File: src/rtl/mem_port_arbiter.sv
// mem_port_arbiter: round-robin arbiter between the CPU and the host for a single shared memory with a fixed access latency
module mem_port_arbiter #(
   parameter int AW      = 6,
   parameter int DW      = 8,
   parameter int MEM_LAT = 1
) (
   input  logic          clk,
   input  logic          reset,
   input  logic          cpu_req,
   input  logic          cpu_we,
   input  logic [AW-1:0] cpu_addr,
   input  logic [DW-1:0] cpu_wdata,
   output logic          cpu_ack,
   output logic [DW-1:0] cpu_rdata,
   input  logic          host_req,
   input  logic          host_we,
   input  logic [AW-1:0] host_addr,
   input  logic [DW-1:0] host_wdata,
   output logic          host_ack,
   output logic [DW-1:0] host_rdata,
   output logic          mem_read,
   output logic          mem_write,
   output logic [AW-1:0] mem_a,
   output logic [DW-1:0] mem_wdata,
   input  logic [DW-1:0] mem_rdata,
   output logic          busy,
   output logic          owner
);
   typedef enum logic [1:0] {IDLE, ACCESS, ACK} state_t;
   state_t        state;
   logic          last_grant;
   logic          we_q;
   logic [3:0]    lat_cnt;
   logic          grant_host;
   logic          sel_we;
   logic [AW-1:0] sel_addr;
   logic [DW-1:0] sel_wdata;
   // pick the winner: a lone requester wins, on a tie the one not served last wins
   always_comb begin
      grant_host = host_req & (~cpu_req | ~last_grant);
      sel_we     = grant_host ? host_we : cpu_we;
      sel_addr   = grant_host ? host_addr : cpu_addr;
      sel_wdata  = grant_host ? host_wdata : cpu_wdata;
   end
   // access sequencer; the write strobe is raised only for the last access cycle so memory commits once
   always_ff @(posedge clk) begin
      if (reset) begin
         state      <= IDLE;
         last_grant <= 1'b1;
         owner      <= 1'b0;
         busy       <= 1'b0;
         we_q       <= 1'b0;
         lat_cnt    <= '0;
         mem_read   <= 1'b0;
         mem_write  <= 1'b0;
         mem_a      <= '0;
         mem_wdata  <= '0;
         cpu_ack    <= 1'b0;
         host_ack   <= 1'b0;
         cpu_rdata  <= '0;
         host_rdata <= '0;
      end else begin
         case (state)
            IDLE: begin
               if (cpu_req | host_req) begin
                  state      <= ACCESS;
                  busy       <= 1'b1;
                  owner      <= grant_host;
                  last_grant <= grant_host;
                  we_q       <= sel_we;
                  mem_a      <= sel_addr;
                  mem_wdata  <= sel_wdata;
                  mem_read   <= ~sel_we;
                  mem_write  <= sel_we && (MEM_LAT == 1);
                  lat_cnt    <= 4'(MEM_LAT - 1);
               end
            end
            ACCESS: begin
               if (lat_cnt == 4'd0) begin
                  state     <= ACK;
                  mem_read  <= 1'b0;
                  mem_write <= 1'b0;
                  cpu_ack   <= ~owner;
                  host_ack  <= owner;
                  if (!we_q && owner) host_rdata <= mem_rdata;
                  if (!we_q && !owner) cpu_rdata <= mem_rdata;
               end else begin
                  lat_cnt   <= lat_cnt - 4'd1;
                  mem_write <= we_q && (lat_cnt == 4'd1);
               end
            end
            ACK: begin
               state    <= IDLE;
               busy     <= 1'b0;
               cpu_ack  <= 1'b0;
               host_ack <= 1'b0;
            end
            default: state <= IDLE;
         endcase
      end
   end
endmodule

File: config.mk
export PLATFORM = sky130hd
export DESIGN_NAME = mem_port_arbiter
export DESIGN_NICKNAME = d
export VERILOG_FILES = /design/src/rtl/mem_port_arbiter.sv
export SDC_FILE = /design/constraint.sdc
export NUM_CORES = 1
export LEC_CHECK = 0
export ABC_AREA = 1
export BUFFER_PORTS_ARGS = -buffer_cell sky130_fd_sc_hd__buf_4
export CAP_MARGIN = 5
export CORE_ASPECT_RATIO = 1.4
export CORE_MARGIN = 2
export CORE_UTILIZATION = 52
export DETAILED_ROUTE_END_ITERATION = 8
export PLACE_DENSITY_LB_ADDON = 0.08
export RECOVER_POWER = 50
export REMOVE_ABC_BUFFERS = 1
export SLEW_MARGIN = 40
export SYNTH_ARGS = -nofsm -noshare
export SYNTH_HDL_FRONTEND = slang
export SYNTH_SLANG_ARGS = --single-unit
File: constraint.sdc
create_clock -name clk -period 2.79 [get_ports clk]
set_clock_uncertainty 0.2 [all_clocks]
set_input_delay 0.279 -clock clk [delete_from_list [all_inputs] [get_ports clk]]
set_output_delay 0.279 -clock clk [all_outputs]
set_load 0.01 [all_outputs]
==> flow_summary.yaml <==
run_status:
  status: "complete, no violations"
synthesis:
  synthesis.area_sq_mm: 0.00200
  synth_cell_types: 24
  ys_seq_elements: 44
  yosys_warnings: 0
  synth.avg_cell_area_sq_um: 6.77
  ys_seq_area_frac: 0.439
  syn_inst: 296
layout:
  area_growth_pct: 28.3
  layout-drive-gt1-share: 0.172
  stdcell_count: 414
  nets: 416
  final_util: 0.699
  diodes: 0
routing:
  drt-pass1-iter-count: 4
  drc: 0
  wire_per_inst_microns: 11.0
  ant_nets: 0
  drt_first_iter_violations: 90
  vias_per_cell: 4.80
  routed_wl_mm: 4.56
  vias: 1989
sta:
  finalHoldViolations: 0
  totalNegativeSetupSlack_ps: 0
  rsz0062_at_grt: "no"
  slew_headroom: 0.628
  maxSlewViolCount: 0
  fin_crit_ps: 1770
  setup_viol: 0
  max_freq_mhz: 565
  timing.final.crit_share: 0.635
  worstMarginPinSlew_ps: 556
floorplanning:
  core_area_sq_mm: 0.00368
  rows: 26
  die_h_microns: 77.5
  start_util: 0.545
  io_pins: 78
  dieWidth_microns: 56.5
  die-area_sq_mm: 0.00437
critical_path:
  startpoint_type: "flip-flop"
  startpoint: "lat_cnt[0]"
  path_class: "flip-flop to flip-flop"
  end_kind: "flip-flop"
  worstReg2RegStart: "lat_cnt[0]"
  crit_fanout: 16
  worstPathArrival_ps: 1760
  required_ps: 2780
global_route:
  grt_pass1_vias: 1833
  grt_overflow: 0
  antenna_found_initial: 0
  grt_max_degree: 28
  grt_util_all_layers: 0.218
  grt_pass1_wl_mm: 7.60
clocking:
  numCtsBuffers: 5
  cts_setup_buffers: 0
  cts_max_level: 2
  clk_latency_ps: 290
  cts_tree: "done"
  cts.sink_count: 44
  holdBufCountCts: 0
  path_clk_slew_ps: 80
  clk_path_buf_depth: 2
  cts-root-buf: "clkbuf_8"
  cts_resized: 0
placed_design:
  port_buffers: 77
  hpwl_mm: 3.26
  place_inst: 406
  gp_congestion: 0.850
min_path:
  hp-class: "input port to flip-flop"
  min_from: "reset"
power:
  power_density_mw_per_mm2: 720
  power_leakage_nw: 1.31
  ir_worst_vdd_uv: 495
job:
  drv_cap: 0
[worst max-delay path: stages, from the launching register on]
cell and delay [ps]:
dfxtp_1 350, inv_1 90, ha_1 240, nand2_4 90
nor3_4 440, nand2_1 120, nand2_1 90, nor2_1 40
[cells in the final DEF (no fill, tap or decap)]
cell and instances:
buf_4 42, and3_1 1, nand3b_1 2, nand2_4 3, inv_4 1, nor3_1 1
bufinv_16 1, or2_2 2, a21oi_1 7, clkbuf_1 36, clkbuf_8 7, nand4_1 1
nor3_4 2, o21ai_1 1, ha_1 3, inv_1 20, nor2_1 41, nor2_4 2
inv_2 4, dfxtp_1 44, nand3_1 24, nand2_1 124, o21ai_0 2, clkinv_1 1
[cell families (layout without fill, tap and decap cells)]
logic type,count (synthesis),after routing,synth area share
and+or+nand+nor,203,203,0.436
DFF,44,44,0.439
buffers and inverters,36,112,0.0811
AOI/OAI and AO/OA,10,10,0.0250
adders and majority gates,3,3,0.0187
[cell type report]
type	count	area, sq um
fill	363	1100
multi-input combinational	216	961
sequential	44	881
timing repair buffer	78	450
inverter	26	100
clock buffer	7	96.3
tap	42	52.6
clock inverter	1	30.0
[stage by stage]
| stage | power (mW) | hold WS [ps] | area [sq um] | setup WS (ps) |
|---|---|---|---|---|
| after floorplan | 1.16 | 148 | 1940 | 1240 |
| after global placement | 1.38 | 240 | 2580 | 1060 |
| after detailed placement | 1.40 | 240 | 2580 | 1040 |
| after CTS | 1.93 | 27.8 | 2710 | 990 |
| after global routing | 1.97 | 27.4 | 2570 | 828 |
| final | 1.85 | 34.0 | 2570 | 1020 |
[path summary, 6_finish.rpt]
path	to	cells after the start	slack [ps]
worst max-delay path	cpu_rdata[7]	7	1020
worst min register to register	mem_wdata[4]	2	260
worst max register to register	cpu_rdata[7]	7	1020
worst min-delay path	busy	2	30
[where the power goes]
part,switching (mW),internal [mW],leakage [nW]
sequential,0.0598,0.725,0.361
clock,0.209,0.316,0.0645
combinational,0.342,0.199,0.882
total,0.611,1.24,1.31
[registers in the layout (all words and copies together) (netlist names), 2 cells and up]
name        flops
lat_cnt         4
cpu_rdata       8
mem_wdata       8
mem_a           6
host_rdata      8
state           2
[metal layers]
layer	vias up	GRT usage	routed length, microns
li1	1054	-	-
met3	6	0.0483	252
met4	0	0.100	71
met5	-	0	0
met2	66	0.380	2270
met1	863	0.248	1970
[synthesized netlist by cell type, drive strengths merged]
master  instances  area (sq um)
nand4           1          6.26
and3            1          6.26
ha              3          37.5
a21oi           7          35.0
buf             8          55.1
nand3          24           120
nand2         127           499
dfxtp          44           881
or2             2          12.5
nor3            3          37.5
clkbuf          2          7.51
inv            25          96.3
nand3b          2          15.0
o21ai           3          15.0
clkinv          1          3.75
nor2           43           176
No activity file was read; power rests on OpenSTA's default activity.
